`src/rtl/btn_debounce.sv`:
```
// Per-button two-flop synchroniser, stability-counter debouncer and press/release edge pulses.
// Latency: STABLE_MAX+2 edges from first sampling of a stable change to btn_level and its pulse; no backpressure.
// Optional BTN_AUTOREPEAT_EN adds held-button repeat press pulses (REPEAT_DELAY, then every REPEAT_PERIOD).
module btn_debounce #(
    parameter int NBTN          = 2,
    parameter int CNT_BITS      = 20,
    parameter int STABLE_MAX    = 1000000,
    parameter int REPEAT_DELAY  = 25000000,
    parameter int REPEAT_PERIOD = 5000000
) (
    input  logic            clk,
    input  logic            rst,
    input  logic [NBTN-1:0] btn_in,
    output logic [NBTN-1:0] btn_level,
    output logic [NBTN-1:0] btn_press,
    output logic [NBTN-1:0] btn_release
);

    localparam logic [CNT_BITS-1:0] CNT_TERM = CNT_BITS'(STABLE_MAX - 1);

    generate
        if (STABLE_MAX < 1 || STABLE_MAX > (2**CNT_BITS) - 1) begin : g_bad_stable
            $error("btn_debounce: STABLE_MAX does not fit CNT_BITS");
        end
        if (REPEAT_DELAY < 1 || REPEAT_PERIOD < 1) begin : g_bad_repeat
            $error("btn_debounce: REPEAT_DELAY and REPEAT_PERIOD must be at least 1");
        end
    endgenerate

    logic [NBTN-1:0] sync1;
    logic [NBTN-1:0] sync2;

    always_ff @(posedge clk or posedge rst) begin
        if (rst) begin
            sync1 <= '0;
            sync2 <= '0;
        end else begin
            sync1 <= btn_in;
            sync2 <= sync1;
        end
    end

    genvar i;
    generate
        for (i = 0; i < NBTN; i++) begin : g_btn
            logic [CNT_BITS-1:0] cnt;
            logic                level_q;
            logic                press_q;
            logic                rel_q;
            logic                differs;
            logic                term;
            logic                rep_fire;

            always_comb begin
                differs = (sync2[i] != level_q);
                term    = differs && (cnt == CNT_TERM);
            end

`ifdef BTN_AUTOREPEAT_EN
            localparam int HOLD_BITS = $clog2(REPEAT_DELAY + REPEAT_PERIOD + 1);
            localparam logic [HOLD_BITS-1:0] HOLD_FIRST = HOLD_BITS'(REPEAT_DELAY - 1);
            localparam logic [HOLD_BITS-1:0] HOLD_NEXT  = HOLD_BITS'(REPEAT_DELAY + REPEAT_PERIOD - 1);
            localparam logic [HOLD_BITS-1:0] HOLD_BASE  = HOLD_BITS'(REPEAT_DELAY);

            logic [HOLD_BITS-1:0] hold;

            // After the first repeat the counter cycles in [REPEAT_DELAY, REPEAT_DELAY+REPEAT_PERIOD-1].
            always_comb begin
                rep_fire = level_q && !term && ((hold == HOLD_FIRST) || (hold == HOLD_NEXT));
            end

            always_ff @(posedge clk or posedge rst) begin
                if (rst) begin
                    hold <= '0;
                end else if (!level_q || term) begin
                    hold <= '0;
                end else if (rep_fire) begin
                    hold <= HOLD_BASE;
                end else begin
                    hold <= hold + HOLD_BITS'(1);
                end
            end
`else
            always_comb begin
                rep_fire = 1'b0;
            end
`endif

            always_ff @(posedge clk or posedge rst) begin
                if (rst) begin
                    cnt     <= '0;
                    level_q <= 1'b0;
                    press_q <= 1'b0;
                    rel_q   <= 1'b0;
                end else begin
                    press_q <= (term && sync2[i]) || rep_fire;
                    rel_q   <= term && !sync2[i];
                    if (!differs) begin
                        cnt <= '0;
                    end else if (term) begin
                        cnt     <= '0;
                        level_q <= sync2[i];
                    end else begin
                        cnt <= cnt + CNT_BITS'(1);
                    end
                end
            end

            assign btn_level[i]   = level_q;
            assign btn_press[i]   = press_q;
            assign btn_release[i] = rel_q;
        end
    endgenerate

endmodule
```
`config.mk`:
```
export PLATFORM = sky130hd
export DESIGN_NAME = btn_debounce
export DESIGN_NICKNAME = d
export VERILOG_FILES = /design/src/rtl/btn_debounce.sv
export SDC_FILE = /design/constraint.sdc
export NUM_CORES = 1
export LEC_CHECK = 0
export CORE_UTILIZATION = 50
export CTS_CLUSTER_DIAMETER = 200
export DETAILED_ROUTE_END_ITERATION = 8
export PLACE_DENSITY = 0.79
export SLEW_MARGIN = 5
export SYNTH_ARGS = -nofsm -noshare
export SYNTH_HDL_FRONTEND = slang
export SYNTH_SLANG_ARGS = --single-unit
```
`constraint.sdc`:
```
create_clock -name clk -period 2.3 [get_ports clk]
set_clock_uncertainty 0.2 [all_clocks]
set_input_delay 0.345 -clock clk [delete_from_list [all_inputs] [get_ports clk]]
set_output_delay 0.345 -clock clk [all_outputs]
set_load 0.01 [all_outputs]
```
======== Yosys cells after proc, flatten, opt, wreduce, memory -nomap -nowiden ========
Index checks and enable logic that the tools add are counted.
word-level totals
  logic and storage cells ................. 30
  latch bits .............................. 0
  bits in read-only memories .............. 0
  memories ................................ 0
  bits in writable memories ............... 0
  bits in registers ....................... 50
  input port bits ......................... 4
cells by class
  shift operators ......................... 0
  order comparisons ....................... 0
  equal/unequal tests ..................... 4
  add/subtract/negate cells ............... 2
  reduce and logical (&&, ||, !) cells .... 10
  multipliers ............................. 0
  multiplexer cells ....................... 4
  bitwise operators ....................... 0
  div/mod/pow operators ................... 0
operators with widths
  cell                     count
  $mux W20                 4
  $add A20 B1 Y20 const B  2
  $eq A20 B20 Y1 const B   2
  $logic_and A1 B1 Y1      6
  $reduce_and A2 Y1        2
  $logic_not A1 Y1         2
  $ne A1 B1 Y1             2

======== Depth between registers and ports, before layout ========
Gate-level depths: netlist (run 1).
  word-level depth ........................ 4
  depth in mapped cells ................... 6
  mapped depth without buffers ............ 5

======== Least setup slack after synthesis (run 1) ========
OpenSTA, ideal clock, no wires.
  path kind ............................... reg2reg
  start point ............................. register g_btn[1].cnt[0]
  end point ............................... register g_btn[1].cnt[10]
  slack ................................... 0.307 ns
  stages on the path, launching flop included .. 7
  library setup time ...................... 0.132 ns
  arrival ................................. 1.661 ns
  period minus slack after synthesis ...... 1.993 ns
  data required time ...................... 1.968 ns
  path through ............................ dfrtp_1 ha_1 nand3_1 nor4_1 a21bo_2 clkbuf_1 nor2_1
between the ends
  word-level cells in the longest chain between the ends .. 4
  elaborated cells between the ends (all ways) .. 5
  classes of those cells .................. add/sub: 1; eq/ne: 1; mux: 2; reduce/logical: 1
ends and longest elaborated chain
  item                                                     RTL line  text
  start: declaration                                       46        logic [CNT_BITS-1:0] cnt;
  start signal: assignment                                 104       cnt <= cnt + CNT_BITS'(1);
  branches (longest 2 deep; another with $add A20 B1 Y20)  --
  $mux W20 (*)                                             100       end else if (term) begin
  $mux W20 (*)                                             98        if (!differs) begin
Mark *: on every way between the ends.
A chain may end at the register's enable or synchronous reset.

======== Final worst setup path (run 1) ========
  start point ............................. register g_btn[0].cnt[9]
  end point ............................... register g_btn[0].cnt[18]
between the ends
  word-level cells in the longest chain between the ends .. 4
  elaborated cells between the ends (all ways) .. 5
  classes of those cells .................. add/sub: 1; eq/ne: 1; mux: 2; reduce/logical: 1
ends and longest elaborated chain
  item                                                     RTL line
  start: declaration                                       46
  start signal: assignment                                 104
  branches (longest 2 deep; another with $add A20 B1 Y20)  --
  $mux W20 (*)                                             100
  $mux W20 (*)                                             98
Marks and branches as above.

==> metrics.md, run 1 <==
| Metric | Value |
|---|---|
| CTS tree | `built` |
| LEAKAGE | `0.00104 uW` |
| Pin count of the biggest net entering global routing | `51` |
| Worst-margin pin slew | `0.527 ns` |
| Area of the core | `4440 um2` |
| Die ar. | `5020 um2` |
| Final instance area | `2580 um2` |
| HPWL after DPL | `2770 um` |
| Clock Latency Late Sink | `0.30 ns` |
| Status | `finished, final reports clean` |
| Drt via density | `5.60` |
| Yosys reg bits | `50` |
| Busiest grt layer | `met2` |
| Initial core utilization | `53.4%` |
| Most frequent CP cell | `or4_1` |
| Post-layout min period | `2.07 ns` |
| Yosys warning total | `0` |
| Peak VDD IR | `0.223 mV` |
| EDFF count, synth | `0` |
| GR Util met3 | `4.27%` |
| R2r startpoint | `g_btn[0].cnt[9]$_DFF_PP0_` |
| Max Freq | `483 MHz` |
| Nets | `251` |
| Die height | `70.9 um` |
| Routed vias | `1663` |
| FF-to-FF setup slack | `0.23 ns` |
| Max cap viols | `0` |
| Placed Area | `2500 um2` |
| WP data arrival | `2.10 ns` |
| Sequential fraction of the synthesis area | `52.7%` |
| Setup crit end | `g_btn[0].cnt[18]$_DFF_PP0_` |
| RSZ-0062 raised after global routing | `false` |
| IO Pins | `10` |
| Maximum buffer depth of the clock tree | `2` |
| Synth cell types | `33` |
| Max-slew violation count | `0` |
| Via count of the first global-routing pass | `1549` |
| Initial detailed-routing violation count | `175` |
| Routed Antenna Nets | `0` |
| Tcrit/Tclk final | `90.0%` |
| R2R Path End | `g_btn[0].cnt[18]$_DFF_PP0_` |
| Post-Syn Instances | `238` |
| Crit Path Max Fanout | `8` |
| Worst setup margin | `0.229 ns` |
| Die X | `70.9 um` |
| Clock Sink Count | `50` |
| CTS H-Tree Depth | `2` |
| Syn-to-layout area delta | `8.70%` |
| Cells along the critical path | `nand4_1 > or4_1 > or4_1 > a21oi_1` |
| Routed wire length | `4070 um` |
| Cell area power density | `558 nW/um2` |
| Hold violation count in the final report | `0` |
| Post-Place Setup Slack | `0.223 ns` |
| TritonCTS buffer count | `5` |
| TritonRoute pass-1 iters | `6` |
| Placer Congestion | `0.785` |
| Crit-path leading delay family | `simple AND/OR/NAND/NOR gates` |
| GRT met1 Usage | `25.3%` |
| Buffers inserted by post-CTS timing repair | `0` |
| Max stage delay on crit path | `0.62 ns` |
| CP bufs+invs | `0` |
| Hold/Removal Path Class | `reg2reg` |
| Most frequent cells in the layout | `dfrtp_1, nor2_1, xnor2_1` |
| Async SR Flop Fraction | `100%` |
| Commonest non-fill, non-tap cell in the layout | `dfrtp_1` |
| Met2 Use GR | `26.4%` |
| Crit path required time | `2.33 ns` |
| Clock slew at reported path FFs | `0.08 ns` |
| Clk root buf | `clkbuf_8` |
| Startpoint types | `flop` |
| Slowest-stage cell, CP | `or4_1` |
| DR WL/cell | `13.7 um` |
| N_diodes | `0` |
| Initial antenna violation count | `0` |
| Crit. End Element | `flop` |
| Hold slack final | `0.158 ns` |
| Worst Min Path Start | `sync1[1]$_DFF_PP0_` |
| Residual DRC | `0` |
| Port Buf Inserts | `9` |
| Max-slew headroom | `64.5%` |
| Row count | `24` |
| Critical path type | `reg2reg` |
| Setup TNS | `0 ns` |
| Crit. Startpoint | `g_btn[0].cnt[9]$_DFF_PP0_` |
| Mapped cell area | `2370 um2` |
| Stages on worst setup path | `4` |
| Syn_nets | `244` |
| Setup Viol. Count Final | `0` |
| Top FF cell, synth | `dfrtp_1` |
| Gr usage total | `17.9%` |
| Final-layout fill cell count | `366` |
| Worst Reg-to-Reg Cells | `4` |
| Share of cells above drive strength 1 | `5.71%` |
| First-pass GRT wire length | `7010 um` |
| Total grt overflow | `0` |
| Syn Area/Cell | `9.97 um2` |
[Yosys cell counts (6+ instances only)]
master   instances  area, um2
dfrtp_1         50       1250
nor2_1          32        120
xnor2_1         17        149
nand3_1         16       80.1
nand2_1         13       48.8
a21oi_1         11       55.1
nor4_1          10       62.6
xor2_1          10       87.6
or3_1            9       56.3
inv_1            8       30.0
o21ai_0          7       35.0
buf_4            6       45.0
o31ai_1          6       45.0
or4_1            6       45.0
[where the power goes]
part           switching (uW)  total (uW)  internal (uW)
Sequential               11.6         902            890
Combinational            37.2        58.0           20.8
Clock                     268         478            210
Total                     317        1440           1120
[state kept, by name, indices dropped and copies added, names as in the netlist]
signal,flops
g_btn.level_q,2
g_btn.cnt,40
g_btn.press_q,2
sync2,2
sync1,2
g_btn.rel_q,2
[stage by stage]
step	utilization, %	instances	total power, uW
3_3_place_gp	56.2	290	976
4_1_cts	57.9	297	1450
2_1_floorplan	-	238	956
6_report	58.0	297	1440
3_5_place_dp	56.2	290	977
5_1_grt	58.0	297	1490
[worst register-to-register path: stages, from the launching register on]
cell,delay [ns]
dfrtp_1,0.45
nand4_1,0.14
or4_1,0.62
or4_1,0.45
a21oi_1,0.15
[layer usage]
metal	vias up	routed length, um
met5	-	0
met4	0	72
met3	6	117
met2	22	1760
met1	793	2120
li1	842	-
[cells by family after synthesis]
family,synth area share (%)
AO/OA/AOI/OAI,6.43
AND/OR/NAND/NOR,25.4
flip-flops,52.7
buffers and inverters,4.38
XOR/XNOR,9.97
adder cells (fa/ha/maj),1.05
[area by class of cell]
cell class | instances | area, um2 | share of cell area [%]
Timing Repair Buffer | 13 | 133 | 5.14
Tap cell | 52 | 65.1 | 2.52
Inverter | 8 | 30.0 | 1.16
Clock buffer | 7 | 76.3 | 2.96
Sequential cell | 50 | 1250 | 48.5
Multi-Input combinational cell | 167 | 1020 | 39.7
[how the worst min path moves through the flow]
stage	slack, ns	endpoint	cells after the start
floorplan	0.13	sync2[0]$_DFF_PP0_	0
global placement	0.13	sync2[1]$_DFF_PP0_	0
detailed placement	0.14	sync2[1]$_DFF_PP0_	0
CTS	0.16	sync2[1]$_DFF_PP0_	0
global route	0.17	sync2[1]$_DFF_PP0_	0
finish	0.16	sync2[1]$_DFF_PP0_	0
[repair_timing]
item / 4_1_cts / 5_1_grt
setup endpoints to repair: 0 / 5
gates resized for setup: 0 / 1
hold buffers: 0 / 0
Note: power is estimated with default switching activity, not from simulation.
==> inputs of run 2 (changes only) <==
Settings changed: CORE_MARGIN from default to 2, CTS_CLUSTER_DIAMETER 200 to 60.
==> metrics.md, run 2 (same netlist as run 1, synthesis figures left out) <==
| Metric | Value |
|---|---|
| Placed Area | `2510 um2 (+0.40%)` |
| Area occupied by multi-input gates | `1020 um2 (-0.61%)` |
| Commonest non-fill, non-tap cell in the layout | `dfrtp_1` |
| Syn-to-layout area delta | `11.7%` |
| Max Freq | `473 MHz (-2.0%)` |
| Routed wire length | `4220 um (+3.6%)` |
| HPWL after DPL | `2760 um (-0.30%)` |
| CTS H-Tree Depth | `2 (unchanged)` |
| Die X | `72.9 um (+2.8%)` |
| Most flop-heavy register | `g_btn.cnt` |
| DR WL/cell | `14.0 um (+2.2%)` |
| Initial detailed-routing violation count | `174 (-0.57%)` |
| Hold violation count in the final report | `0 (unchanged)` |
| Buffers inserted by post-CTS timing repair | `0 (unchanged)` |
| Gr usage total | `16.9% (-0.91 points)` |
| Setup Viol. Count Final | `0 (unchanged)` |
| Status | `finished, final reports clean` |
| Hold slack final | `0.152 ns (-0.00614 ns)` |
| Maximum buffer depth of the clock tree | `2 (unchanged)` |
| Hold/Removal Path Class | `reg2reg` |
| Final instance area | `2650 um2 (+2.7%)` |
| Share of cells above drive strength 1 | `7.29% (+1.6 points)` |
| First-pass GRT wire length | `7150 um (+2.0%)` |
| Max FFs per register | `40 (unchanged)` |
| Crit Path Max Fanout | `20 (+12)` |
| Routed vias | `1701 (+2.3%)` |
| Residual DRC | `0 (unchanged)` |
| Setup TNS | `0 ns (unchanged)` |
| Peak VDD IR | `0.299 mV (+34%)` |
| PnR Total Power | `1700 uW (+19%)` |
| Max cap viols | `0 (unchanged)` |
| Worst-margin pin slew | `0.426 ns (-0.101 ns)` |
| Placer Congestion | `0.848 (+8.1%)` |
| Die height | `72.9 um (+2.8%)` |
| IO Pins | `10 (unchanged)` |
| Routed Antenna Nets | `0 (unchanged)` |
| Startpoint types | `flop` |
| Pin count of the biggest net entering global routing | `51 (unchanged)` |
| Reg area | `1250 um2 (unchanged)` |
| Total grt overflow | `0 (unchanged)` |
| RSZ-0062 raised after global routing | `false` |
| WP data arrival | `2.09 ns (about the same)` |
| Row count | `25 (+4.2%)` |
| Crit. End Element | `flop` |
| Max-slew violation count | `0 (unchanged)` |
| Initial antenna violation count | `0 (unchanged)` |
| Max-slew headroom | `71.3% (+6.8 points)` |
| Nets | `252 (+0.40%)` |
| Clock slew at reported path FFs | `0.09 ns (about the same)` |
| Via count of the first global-routing pass | `1619 (+4.5%)` |
| Clock Sink Count | `50 (unchanged)` |
| Tcrit/Tclk final | `91.9% (+1.8 points)` |
| Hold buffers post-CTS | `0 (unchanged)` |
| TritonRoute pass-1 iters | `4 (-2)` |
| Final-layout fill cell count | `374 (+2.2%)` |
| TritonCTS buffer count | `5 (unchanged)` |
| Area of the core | `4660 um2 (+4.9%)` |
| Clk root buf | `clkbuf_8` |
| LEAKAGE | `0.00107 uW (+3.4%)` |
| Crit path required time | `2.27 ns (-0.06 ns)` |
| Most frequent cells in the layout | `dfrtp_1, nor2_1, xnor2_1` |
| N_diodes | `0 (unchanged)` |
| Initial core utilization | `50.9% (-2.5 points)` |
| Post-CTS Resized | `0 (unchanged)` |
| Die ar. | `5310 um2 (+5.7%)` |
| Port Buf Inserts | `9 (unchanged)` |
| CTS tree | `built` |
| Critical path type | `reg2reg` |
| Drt via density | `5.65 (+0.93%)` |
| Post-layout min period | `2.11 ns (+0.0421 ns)` |
| Cell area power density | `644 nW/um2 (+15%)` |
| Clock Latency Late Sink | `0.30 ns (about the same)` |
==> run 2: cell types whose count changed in the layout (fill, tap and decap cells not counted), sizes merged <==
cell	change
clkbuf	-1
bufinv	+2
buf	+1
==> run 2: power breakdown <==
part	leakage, uW	switching, uW	internal (uW)
registers	0.000684	12.5	890
logic	0.000318	38.1	20.0
clock network	0.0000714	280	464
==> run 2: cell type report <==
class,count,area share (%)
Multi-Input combinational cell,167,38.4
Sequential cell,50,47.2
Inverter,8,1.13
Clock buffer,6,3.12
Clock inverter,2,2.27
Timing Repair Buffer,14,5.29
Tap cell,54,2.55
==> run 2: metal layers <==
layer / vias up / GRT usage, % / part of all wire (%)
li1: 843 / - / -
met5: - / 0 / 0
met4: 0 / 7.20 / 1.1
met1: 811 / 23.0 / 49
met2: 43 / 26.9 / 46
met3: 4 / 2.90 / 3.7
==> run 2: through the flow <==
stage | worst slack [ns] | utilization (%) | instances
6_report | 0.187 | 56.8 | 301
3_3_place_gp | 0.301 | 53.8 | 293
5_1_grt | 0.0421 | 56.8 | 301
4_1_cts | 0.180 | 56.8 | 301
3_5_place_dp | 0.235 | 53.8 | 293
2_1_floorplan | 0.307 | - | 238
==> run 2: critical path, cell delays in order, from the launching register on <==
cell and delay (ns):
dfrtp_1 0.42, ha_1 0.21, nand3_1 0.13, nor4_1 0.46, a21bo_2 0.47, nor2_1 0.10
==> run 2: final timing paths <==
kind                                                 from                        end  slack [ns]  depth (start not counted)
worst max register to register  g_btn[1].cnt[0]$_DFF_PP0_  g_btn[1].cnt[8]$_DFF_PP0_        0.19                          5
worst min register to register         sync1[1]$_DFF_PP0_         sync2[1]$_DFF_PP0_        0.15                          0
worst min-delay path                   sync1[1]$_DFF_PP0_         sync2[1]$_DFF_PP0_        0.15                          0
worst max-delay path            g_btn[1].cnt[0]$_DFF_PP0_  g_btn[1].cnt[8]$_DFF_PP0_        0.19                          5
min in group asynchronous                             rst  g_btn[1].cnt[5]$_DFF_PP0_        0.21                          3
max in group asynchronous                             rst  g_btn[0].cnt[6]$_DFF_PP0_        1.47                          3
